**src/rtl/rv_instr_encoder.sv**
```systemverilog
// RV32I program loader: encodes symbolic instruction requests into machine words and streams them into imem.
// Optional RV_ENC_NOP_PAD_EN: on finish, fill the rest of imem with NOPs before reporting done.
module rv_instr_encoder #(
  parameter int DEPTH  = 64,
  parameter int ADDR_W = 8
) (
  input  logic              clk,
  input  logic              rst_n,
  input  logic              op_valid,
  output logic              op_ready,
  input  logic [4:0]        op_kind,
  input  logic [4:0]        rd,
  input  logic [4:0]        rs1,
  input  logic [4:0]        rs2,
  input  logic [31:0]       imm,
  input  logic              clear,
  input  logic              finish,
  output logic              imem_we,
  output logic [ADDR_W-1:0] imem_addr,
  output logic [31:0]       imem_wdata,
  output logic [ADDR_W-1:0] count,
  output logic              err,
  output logic              full,
  output logic              done
);

  typedef enum logic [2:0] {
    S_IDLE,
    S_ENC,
    S_WR,
    S_ERR,
    S_FULL,
`ifdef RV_ENC_NOP_PAD_EN
    S_PAD,
`endif
    S_DONE
  } state_t;

  typedef enum logic [4:0] {
    K_ADD, K_SUB, K_AND, K_OR, K_SLT, K_SLTU,
    K_ADDI, K_XORI, K_ORI, K_SLTI, K_SLTIU,
    K_LW, K_SW, K_BEQ, K_BNE, K_BLT, K_BGE,
    K_LUI, K_JAL, K_JALR
  } kind_t;

  typedef enum logic [2:0] {F_R, F_I, F_S, F_B, F_U, F_J} fmt_t;

`ifdef RV_ENC_NOP_PAD_EN
  localparam logic [31:0] NOP = 32'h0000_0013;
`endif
  localparam logic [ADDR_W-1:0] LAST = ADDR_W'(DEPTH - 1);

  state_t            state_q, state_d;
  logic [4:0]        kind_q, rd_q, rs1_q, rs2_q;
  logic [31:0]       imm_q, word_q;
  logic [ADDR_W-1:0] count_q;
  logic              accept, wr, pad_wr;

  fmt_t        fmt;
  logic [2:0]  f3;
  logic [6:0]  f7, opc;
  logic        legal, imm_ok, enc_ok;
  logic [31:0] enc_word;

  // Immediate must survive truncation to its field, i.e. the dropped upper bits are pure sign extension.
  logic fits12, fits13, fits21;
  assign fits12 = (&imm_q[31:11]) | ~(|imm_q[31:11]);
  assign fits13 = (&imm_q[31:12]) | ~(|imm_q[31:12]);
  assign fits21 = (&imm_q[31:20]) | ~(|imm_q[31:20]);

  // NOTE: every signal written in an always_comb gets a default first, so no path leaves it unassigned (no latch).
  always_comb begin
    fmt   = F_R;
    f3    = 3'b000;
    f7    = 7'h00;
    opc   = 7'h33;
    legal = 1'b1;
    case (kind_q)
      K_ADD:   ;
      K_SUB:   f7 = 7'h20;
      K_AND:   f3 = 3'b111;
      K_OR:    f3 = 3'b110;
      K_SLT:   f3 = 3'b010;
      K_SLTU:  f3 = 3'b011;
      K_ADDI:  begin fmt = F_I; opc = 7'h13; end
      K_XORI:  begin fmt = F_I; opc = 7'h13; f3 = 3'b100; end
      K_ORI:   begin fmt = F_I; opc = 7'h13; f3 = 3'b110; end
      K_SLTI:  begin fmt = F_I; opc = 7'h13; f3 = 3'b010; end
      K_SLTIU: begin fmt = F_I; opc = 7'h13; f3 = 3'b011; end
      K_LW:    begin fmt = F_I; opc = 7'h03; f3 = 3'b010; end
      K_SW:    begin fmt = F_S; opc = 7'h23; f3 = 3'b010; end
      K_BEQ:   begin fmt = F_B; opc = 7'h63; end
      K_BNE:   begin fmt = F_B; opc = 7'h63; f3 = 3'b001; end
      K_BLT:   begin fmt = F_B; opc = 7'h63; f3 = 3'b100; end
      K_BGE:   begin fmt = F_B; opc = 7'h63; f3 = 3'b101; end
      K_LUI:   begin fmt = F_U; opc = 7'h37; end
      K_JAL:   begin fmt = F_J; opc = 7'h6F; end
      K_JALR:  begin fmt = F_I; opc = 7'h67; end
      default: legal = 1'b0;
    endcase

    enc_word = 32'h0;
    imm_ok   = 1'b1;
    case (fmt)
      F_R: enc_word = {f7, rs2_q, rs1_q, f3, rd_q, opc};
      F_I: begin
        enc_word = {imm_q[11:0], rs1_q, f3, rd_q, opc};
        imm_ok   = fits12;
      end
      F_S: begin
        enc_word = {imm_q[11:5], rs2_q, rs1_q, f3, imm_q[4:0], opc};
        imm_ok   = fits12;
      end
      F_B: begin
        enc_word = {imm_q[12], imm_q[10:5], rs2_q, rs1_q, f3, imm_q[4:1], imm_q[11], opc};
        imm_ok   = fits13 & ~imm_q[0];
      end
      F_U: begin
        enc_word = {imm_q[31:12], rd_q, opc};
        imm_ok   = ~(|imm_q[11:0]);
      end
      F_J: begin
        enc_word = {imm_q[20], imm_q[10:1], imm_q[11], imm_q[19:12], rd_q, opc};
        imm_ok   = fits21 & ~imm_q[0];
      end
      default: enc_word = 32'h0;
    endcase
    enc_ok = legal & imm_ok;
  end

  // Ready is withheld while a higher-priority event (clear/finish) is present, and held low in reset.
  assign op_ready = rst_n & (state_q == S_IDLE) & ~clear & ~finish;
  assign accept   = op_ready & op_valid;

  always_comb begin
    state_d = state_q;
    wr      = 1'b0;
    pad_wr  = 1'b0;
    if (clear) begin
      state_d = S_IDLE;
    end else begin
      case (state_q)
        S_IDLE: begin
          if (finish) begin
`ifdef RV_ENC_NOP_PAD_EN
            state_d = (count_q > LAST) ? S_DONE : S_PAD;
`else
            state_d = S_DONE;
`endif
          end else if (op_valid) begin
            state_d = S_ENC;
          end
        end
        S_ENC: state_d = enc_ok ? S_WR : S_ERR;
        S_WR: begin
          wr      = 1'b1;
          state_d = (count_q == LAST) ? S_FULL : S_IDLE;
        end
`ifdef RV_ENC_NOP_PAD_EN
        S_PAD: begin
          wr      = 1'b1;
          pad_wr  = 1'b1;
          state_d = (count_q == LAST) ? S_DONE : S_PAD;
        end
`endif
        default: state_d = state_q;
      endcase
    end
  end

  // NOTE: sequential state uses non-blocking (<=) so every register samples pre-edge values.
  always_ff @(posedge clk or negedge rst_n) begin
    if (!rst_n) begin
      state_q <= S_IDLE;
      kind_q  <= '0;
      rd_q    <= '0;
      rs1_q   <= '0;
      rs2_q   <= '0;
      imm_q   <= '0;
      word_q  <= '0;
      count_q <= '0;
    end else begin
      state_q <= state_d;
      if (accept) begin
        kind_q <= op_kind;
        rd_q   <= rd;
        rs1_q  <= rs1;
        rs2_q  <= rs2;
        imm_q  <= imm;
      end
      if (state_q == S_ENC) word_q <= enc_word;
      if (clear)   count_q <= '0;
      else if (wr) count_q <= count_q + ADDR_W'(1);
    end
  end

  assign imem_we    = wr;
  assign imem_addr  = wr ? {count_q[ADDR_W-3:0], 2'b00} : '0;
`ifdef RV_ENC_NOP_PAD_EN
  assign imem_wdata = !wr ? 32'h0 : (pad_wr ? NOP : word_q);
`else
  assign imem_wdata = (wr && !pad_wr) ? word_q : 32'h0;
`endif
  assign count = count_q;
  assign err   = (state_q == S_ERR);
  assign full  = (state_q == S_FULL);
  assign done  = (state_q == S_DONE);

endmodule

```
**config.mk**
```make
export PLATFORM = sky130hd
export DESIGN_NAME = rv_instr_encoder
export DESIGN_NICKNAME = d
export VERILOG_FILES = /design/src/rtl/rv_instr_encoder.sv
export SDC_FILE = /design/constraint.sdc
export NUM_CORES = 1
export LEC_CHECK = 0
export ABC_AREA = 1
export BUFFER_PORTS_ARGS = -buffer_cell sky130_fd_sc_hd__buf_2
export CORE_AREA = 2 2 115 117
export CTS_CLUSTER_SIZE = 30
export DETAILED_ROUTE_END_ITERATION = 10
export DIE_AREA = 0 0 117 119
export PLACE_DENSITY = 0.73
export SYNTH_ARGS = -nofsm -noshare
export SYNTH_HDL_FRONTEND = slang
export SYNTH_SLANG_ARGS = --single-unit
```
**constraint.sdc**
```tcl
create_clock -name clk -period 2.43 [get_ports clk]
set_input_delay 0.3645 -clock clk [delete_from_list [all_inputs] [get_ports clk]]
set_output_delay 0.3645 -clock clk [all_outputs]
set_load 0.03 [all_outputs]
```
# [After elaboration in Yosys (flattened, before gate mapping)]
# Cells that the tools add are included.
[word_totals] memories=0 rom_bits=0 in_bits=57 ramBits=0 latchBits=0 output_inout_bits=53 elab_cells=98 regBits=95
[op_classes] magnitude_cmp=0 mul=0 n_reduce_logical=22 eq_ne=31 mux=19 n_div=0 n_addsub=1 n_shift=0 bitwise=17
[ops] operator="one-hot mux 32 bit (6 select lines)" count=1
[ops] operator="one-hot mux 7 bit (7 select lines)" count=1
[ops] operator="equality test 5 x 4 -> 1 bit, second input constant" count=8
[ops] operator="OR reduction 20 bit" count=2
[ops] operator="2-to-1 mux 32 bit" count=1
[ops] operator="2-to-1 mux 8 bit" count=3
[ops] operator="OR reduction 12 bit" count=2
[ops] operator="one-hot mux 3 bit (7 select lines)" count=1
[ops] operator="AND reduction 21 bit" count=1
[ops] operator="OR reduction 21 bit" count=1
[ops] operator="equality test 5 x 3 -> 1 bit, second input constant" count=4
[ops] operator="equality test 5 bit, second input constant" count=4
[ops] operator="AND reduction 20 bit" count=1
[ops] operator="one-hot mux 3 bit (5 select lines)" count=1
[ops] operator="equality test 3 x 2 -> 1 bit, second input constant" count=4
[ops] operator="equality test 3 bit, second input constant" count=4
[ops] operator="2-to-1 mux 3 bit" count=4
[ops] operator="AND reduction 12 bit" count=1
[ops] operator="equality test 5 x 2 -> 1 bit, second input constant" count=2
[ops] operator="one-hot mux 3 bit (3 select lines)" count=1
[ops] operator="adder 8 x 1 -> 8 bit, second input constant" count=1
[ops] operator="equality test 8 x 6 -> 1 bit, second input constant" count=1
[ops] operator="OR reduction 2 bit" count=4
[ops] operator="OR reduction 4 bit" count=2
[ops] operator="16 further kinds" count=35

# [Logic depth before layout (Yosys ltp)]
# Gate-level depths: netlist of the first run.
[logic_depth] depth_word=10 depth_mapped=14 depth_no_buf=13

# [Worst setup path after synthesis of the first run]
# No wires, ideal clock.
[synth_timing] path_type="flip-flop to output port" from="register state_q[2]" to="output imem_wdata[1]" path_stages_with_launch=8 t_required_ns=2.066 path_slack_ns=0.056 n_path_buf=2 arrival_time_ns=2.009 path_cell_list="dfrtp_1 inv_1 nand3_2 nor2_2 inv_2 clkbuf_1 nor2_1 buf_4"
[synth_via] elab_chain_cells=4
[synth_lines] element="start, declared" line_no="53" text="state_t state_q, state_d;"
[synth_lines] element="start signal, assigned" line_no="183" text="state_q <= state_d;"
[synth_lines] element="equality test 3 x 2 -> 1 bit" line_no="142" text="case (state_q)"
[synth_lines] element="2-to-1 mux 1 bit" line_no="142"
[synth_lines] element="2-to-1 mux 1 bit" line_no="139" text="if (clear) begin"
[synth_lines] element="named net imem_we" line_no="18" text="output logic imem_we,"
[synth_lines] element="2-to-1 mux 32 bit" line_no="202" text="assign imem_wdata = (wr && !pad_wr) ? word_q : 32'h0;"
[synth_lines] element="end, declared" line_no="20" text="output logic [31:0] imem_wdata,"
# The timed path passes the listed nets, and every way through them passes these cells.

# [Worst setup path in the final report of the first run]
[layout_timing] from="register state_q[2]" to="output imem_wdata[1]"
[layout_via] elab_chain_cells=4
[layout_lines] element="equality test 3 x 2 -> 1 bit" line_no="142"
[layout_lines] element="2-to-1 mux 1 bit" line_no="142"
[layout_lines] element="2-to-1 mux 1 bit" line_no="139"
[layout_lines] element="2-to-1 mux 32 bit" line_no="202"
# Every way passes these cells.

==> impl_metrics.yaml, run 1 <==
clocking:
  clock-sinks: 94
  cts_buffers: 9
  clk_latency_ns: 0.34
  cts_tree: "built"
  postCtsSetupBuffers: 0
  clk_path_buf_depth: 2
  clkTransAtPathRegs_ns: 0.07
  cts-htree-levels: 3
  cts_hold_buf: 0
  cts_root_buf: "clkbuf_16"
final_layout:
  synthToLayoutAreaGrowth_pct: 20.1
  utilization_pct: 46.4
  drive_gt1_share_pct: 23.3
  num-nets-final: 796
  n_antenna_cell: 0
  fill_cells: 1303
grt:
  grt_pass1_vias: 4083
  grt.total_usage_pct: 18.8
  overflow: 0
  grt_max_degree: 68
  antenna_found_initial: 0
  grt_pass1_wl_mm: 20.3
yosys:
  yosys_warnings: 0
  synthCells: 638
  ys_ff_latch: 94
  syn_area_per_cell_um2: 7.79
  synth.area.top_cells: "dfrtp_1 47%, nor2_1 9.1%, nand2_1 8.5%"
  ys_types: 35
  synth_area_mm2: 0.00497
  synth_top_area_share_pct: 47.3
  ys_seq_area_share_pct: 47.3
  synth_top_cell_by_area: "dfrtp_1"
place:
  port_buffers: 107
  gp_congestion: 0.870
  dp_hpwl_mm: 9.17
critical_path:
  worst-path-buf-inv: 3
  cpPeakStageDelay_ns: 0.40
  rr_startpoint: "state_q[0]$_DFFE_PN0P_"
  path_delay_family: "buffers and inverters"
  start_kind: "register"
  critPathCaptureType: "primary output"
  cp_cell_sequence: "inv_1 > nand3_2 > nor2_4 > inv_4 > nor2_1 > buf_2"
  slowest_stage: "dfrtp_1"
  crit_fanout: 40
  crit_type: "register to primary output"
  arrival_ns: 1.83
  critPathRequiredTime_ns: 2.07
  setup.worst_path.start: "state_q[2]$_DFFE_PN0P_"
power_and_ir_drop:
  intPower_mw: 4.01
  p_leak_nw: 3.08
  netSwitchingFraction_pct: 41.4
  p_seq_share_pct: 39.0
  power_density_mw_per_mm2: 1150
  switchingPower_mw: 2.84
  ir_drop_mv: 0.380
  power_mw: 6.85
  clkPwrFrac_pct: 22.3
  combinationalPowerShare_pct: 38.7
floorplanning:
  die_y_um: 119
  die_w_um: 117
  die_area_mm2: 0.0139
  initial_core_util_pct: 38.6
  coreArea_mm2: 0.0129
  rows: 42
  ios: 110
sta:
  rsz0062_at_grt: "no"
  setup-tns-final_ns: 0
  timing.final.crit_share_pct: 90.1
  tightest_slew_ns: 0.831
  maxSlewHeadroom_pct: 44.6
  hold_violations: 0
  setup_viol: 0
  fmax_mhz: 457
  clock_skew_ns: 0.00817
  period_minus_slack_ns: 2.19
  finalMaxSlewViolations: 0
flow_run:
  cap_viol_max_count: 0
outcome:
  status: "complete, no violations"
route:
  vias_per_cell: 4.76
  dr.pass1.iters: 5
  wl_mm: 12.4
  num_vias: 4372
  drt-initial-drc-count: 299
  wl_per_cell_um: 13.5
  drc: 0
  drtAntennaViolNets: 0
worst_hold_path:
  min_path_type: "input port to async pin"
-- sequential cells by signal, indices dropped and copies added (netlist names) --
| signal | flops |
|---|---|
| imm_q | 32 |
| word_q | 31 |
| rd_q | 5 |
| rs2_q | 5 |
| count | 8 |
| kind_q | 5 |
| state_q | 3 |
| rs1_q | 5 |
-- final timing paths --
check | end | slack, ns | cells after the start
worst max-delay path | imem_wdata[1] | 0.24 | 6
min in group clk | imm_q[22]$_DFFE_PN0P_ | 0.25 | 2
worst min-delay path | count[2]$_DFFE_PN0P_ | 0.04 | 2
worst max register to register | kind_q[0]$_DFFE_PN0P_ | 0.58 | 7
worst min register to register | word_q[1]$_DFFE_PN0N_ | 0.47 | 2
max in group asynchronous | imm_q[17]$_DFFE_PN0P_ | 1.23 | 3
-- cell usage after synthesis (all sizes together) --
cell,n
o32ai,1
o21ai,52
nor4,3
o221ai,2
a31oi,1
buf,15
ha,1
clkbuf,10
o211ai,7
nand2,119
o22ai,10
mux2,13
dfrtp,94
conb,1
nor3,9
a21oi,51
nand4,6
o2111ai,1
nand3,14
nor2,131
o21a,1
a211oi,1
o31ai,1
inv,94
-- routing by layer --
layer / vias up / part of all wire [%] / track usage, %
met5: - / 0 / 0
met4: 0 / 1.3 / 5.59
met1: 2018 / 48 / 26.9
met2: 106 / 47 / 29.3
li1: 2236 / - / -
met3: 12 / 4.1 / 3.00
-- repair_timing --
item / 4_1_cts / 5_1_grt
setup endpoints to repair: 0 / 38
gates resized for setup: 0 / 3
endpoints found under the hold margin: 0 / 0
-- final cells by class --
| cell class | count | area (um2) | area share (%) |
|---|---|---|---|
| clock buffers | 9 | 225 | 3.77 |
| clock inverters | 7 | 97.6 | 1.63 |
| inverters | 94 | 355 | 5.95 |
| multi-input cells | 426 | 2120 | 35.6 |
| flip-flops and latches | 94 | 2350 | 39.4 |
| well taps | 176 | 220 | 3.69 |
| repair buffers | 113 | 596 | 9.98 |
-- power groups by stage --
stage,Sequential [mW],Combinational (mW),Clock (mW)
2_1_floorplan,2.57,2.01,0
3_3_place_gp,2.68,2.61,0
3_5_place_dp,2.69,2.64,0
4_1_cts,2.67,2.66,1.55
5_1_grt,2.77,3.01,1.62
6_report,2.67,2.66,1.53
-- layout by cell type, fill, tap and decap left out, types with 4 or more instances in the layout --
| cell | instances |
|---|---|
| o21ai_0 | 50 |
| a21oi_1 | 51 |
| clkbuf_16 | 9 |
| buf_4 | 6 |
| nor3_1 | 7 |
| o211ai_1 | 7 |
| mux2_4 | 9 |
| nand4_1 | 6 |
| nand2_1 | 113 |
| dfrtp_1 | 94 |
| nor2_2 | 5 |
| nand3_1 | 11 |
| inv_2 | 8 |
| inv_1 | 85 |
| buf_2 | 106 |
| mux2_2 | 4 |
| nor2_4 | 6 |
| o22ai_1 | 10 |
| nor2_1 | 120 |
-- worst register-to-register path, delay by kind of cell, from the launching register on --
family          cells  cell delay (ns)
compound gates      1             0.06
simple gates        4             0.78
buf+inv             2             0.51
flops               1             0.40
-- logic make-up after synthesis --
family,share of synthesized area (%)
AO/OA/AOI/OAI,14.0
adder cells (fa/ha/maj),0.252
buffers and inverters,10.2
flip-flops,47.3
multiplexers,3.63
other,0.0755
AND/OR/NAND/NOR,24.5
-- through the flow --
stage / cell area (um2) / hold WS [ns] / setup slack, ns / instances
floorplan: 4970 / 0.0689 / 0.0563 / 639
global placement: 5640 / 0.428 / 0.490 / 903
detailed placement: 5640 / 0.419 / 0.413 / 903
CTS: 5960 / 0.0481 / 0.0362 / 919
global route: 5970 / 0.0579 / 0.0759 / 919
finish: 5970 / 0.0394 / 0.240 / 919
Note: power is estimated with default switching activity, not from simulation.
==> inputs of run 2 (changes only) <==
--- a/config.mk
+++ b/config.mk
@@ -11,7 +11,7 @@
 export CTS_CLUSTER_SIZE = 30
 export DETAILED_ROUTE_END_ITERATION = 10
 export DIE_AREA = 0 0 117 119
-export PLACE_DENSITY = 0.73
+export PLACE_DENSITY = 0.61
 export SYNTH_ARGS = -nofsm -noshare
 export SYNTH_HDL_FRONTEND = slang
 export SYNTH_SLANG_ARGS = --single-unit
==> impl_metrics.yaml, run 2 (synthesized netlist as in run 1, its figures left out) <==
outcome:
  status: "complete, no violations"
floorplanning:
  die_area_mm2: 0.0139
  die_y_um: 119
  die_w_um: 117
  ios: 110
  initial_core_util_pct: 38.6
  coreArea_mm2: 0.0129
  rows: 42
grt:
  antenna_found_initial: 0
  overflow: 0
  grt_pass1_vias: 4295
  grt_pass1_wl_mm: 21.3
  grt_max_degree: 92
  grt.total_usage_pct: 19.8
power_and_ir_drop:
  netSwitchingFraction_pct: 42.2
  power_mw: 6.84
  power_density_mw_per_mm2: 1150
  clkPwrFrac_pct: 21.3
  intPower_mw: 3.95
  ir_drop_mv: 0.449
  combinationalPowerShare_pct: 39.0
  p_leak_nw: 3.07
  switchingPower_mw: 2.89
  p_seq_share_pct: 39.7
place:
  dp_hpwl_mm: 9.72
  port_buffers: 107
  dp_cells: 902
  dpl_cell_area_mm2: 0.00563
  gp_congestion: 0.901
sta:
  fmax_mhz: 461
  timing.final.crit_share_pct: 89.3
  tightest_slew_ns: 0.656
  finalMaxSlewViolations: 0
  setup_viol: 0
  hold_violations: 0
  rsz0062_at_grt: "no"
  maxSlewHeadroom_pct: 56.3
  period_minus_slack_ns: 2.17
  setup-tns-final_ns: 0
  clock_skew_ns: 0.00731
critical_path:
  rr_startpoint: "kind_q[4]$_DFFE_PN0P_"
  worst-path-buf-inv: 3
  start_kind: "register"
  path_delay_family: "buffers and inverters"
  cpPeakStageDelay_ns: 0.41
  arrival_ns: 1.81
  rr_worst_depth: 9
  crit_type: "register to primary output"
  reg2reg_setup_slack_ns: 0.48
  critPathRequiredTime_ns: 2.07
  critPathCaptureType: "primary output"
  slowest_stage: "dfrtp_1"
  cp_cell_sequence: "inv_1 > nand3_2 > nor2_4 > inv_4 > nor2_1 > buf_2"
  timing.rr.end: "word_q[7]$_DFFE_PN0N_"
  crit_fanout: 40
route:
  dr.pass1.iters: 7
  drt-initial-drc-count: 294
  wl_per_cell_um: 14.2
  drc: 0
  vias_per_cell: 4.85
  num_vias: 4450
  drtAntennaViolNets: 0
  wl_mm: 13.0
clocking:
  clk_latency_ns: 0.35
  cts_buffers: 9
  clock-sinks: 94
  cts-htree-levels: 3
  clk_path_buf_depth: 2
  cts_root_buf: "clkbuf_16"
  cts_tree: "built"
  clkTransAtPathRegs_ns: 0.06
final_layout:
  num-nets-final: 795
  synthToLayoutAreaGrowth_pct: 19.7
  utilization_pct: 46.2
  drive_gt1_share_pct: 23.2
  largest_register: "imm_q"
  n_antenna_cell: 0
  largest_reg_flops: 32
  stdcell_count: 918
  stdcell_area_mm2: 0.00595
  fill_cells: 1310
  layout_commonest_cell: "nor2_1"
  mostFrequentLayoutCells: "120 x nor2_1, 113 x nand2_1, 106 x buf_2, 94 x dfrtp_1, 85 x inv_1"
worst_hold_path:
  min_path_type: "input port to async pin"
flow_run:
  cap_viol_max_count: 0
==> run 2: cell count changes in the layout (fill, tap and decap cells not counted), sizes merged <==
| cell | previous run | this run |
|---|---|---|
| clkinvlp | 2 | 3 |
| bufinv | 2 | 1 |
| inv | 95 | 94 |
| buf | 113 | 112 |
| clkinv | 2 | 1 |
| clkbuf | 9 | 11 |
==> run 2: power groups by stage <==
| stage | clock [mW] | sequential [mW] | combinational [mW] |
|---|---|---|---|
| 5_1_grt | 1.57 | 2.80 | 3.03 |
| 3_3_place_gp | 0 | 2.71 | 2.58 |
| 6_report | 1.46 | 2.71 | 2.67 |
| 3_5_place_dp | 0 | 2.73 | 2.64 |
| 2_1_floorplan | 0 | 2.57 | 2.01 |
| 4_1_cts | 1.49 | 2.71 | 2.65 |
==> run 2: per-layer routing <==
layer | GRT usage (%) | part of all wire (%)
met1 | 27.3 | 46
met2 | 31.8 | 48
met3 | 4.12 | 5.3
met4 | 5.37 | 1.2
met5 | 0 | 0
==> run 2: stage by stage <==
stage	hold WS (ns)	setup WS (ns)
after detailed placement	0.447	0.469
final	0.131	0.259
after CTS	0.166	0.0800
after global placement	0.434	0.505
after global routing	0.186	0.0582
after floorplan	0.0689	0.0563
==> run 2: area by class of cell <==
class	instances	area [um2]	share of cell area [%]
Multi-Input combinational cell	426	2120	35.7
Clock inverter	5	57.6	0.967
Timing Repair Buffer	112	588	9.88
Sequential cell	94	2350	39.5
Clock buffer	11	253	4.25
Inverter	94	355	5.97
Tap cell	176	220	3.70
==> run 2: what timing repair did <==
action,4_1_cts,5_1_grt
hold buffers,0,0
endpoints found under the setup margin,0,38
buffers inserted,0,0
gates resized for setup,0,3
==> run 2: worst max-delay path by stage <==
| stage | start | endpoint | slack (ns) | depth (start not counted) |
|---|---|---|---|---|
| 3_3_place_gp | state_q[2]$_DFFE_PN0P_ | imem_wdata[14] | 0.51 | 6 |
| 3_5_place_dp | state_q[0]$_DFFE_PN0P_ | imem_wdata[0] | 0.47 | 6 |
| 6_report | state_q[0]$_DFFE_PN0P_ | imem_wdata[0] | 0.26 | 6 |
| 2_1_floorplan | state_q[2]$_DFFE_PN0P_ | imem_wdata[1] | 0.06 | 7 |
| 4_1_cts | state_q[2]$_DFFE_PN0P_ | imem_wdata[0] | 0.08 | 6 |
| 5_1_grt | state_q[0]$_DFFE_PN0P_ | imem_wdata[14] | 0.06 | 6 |
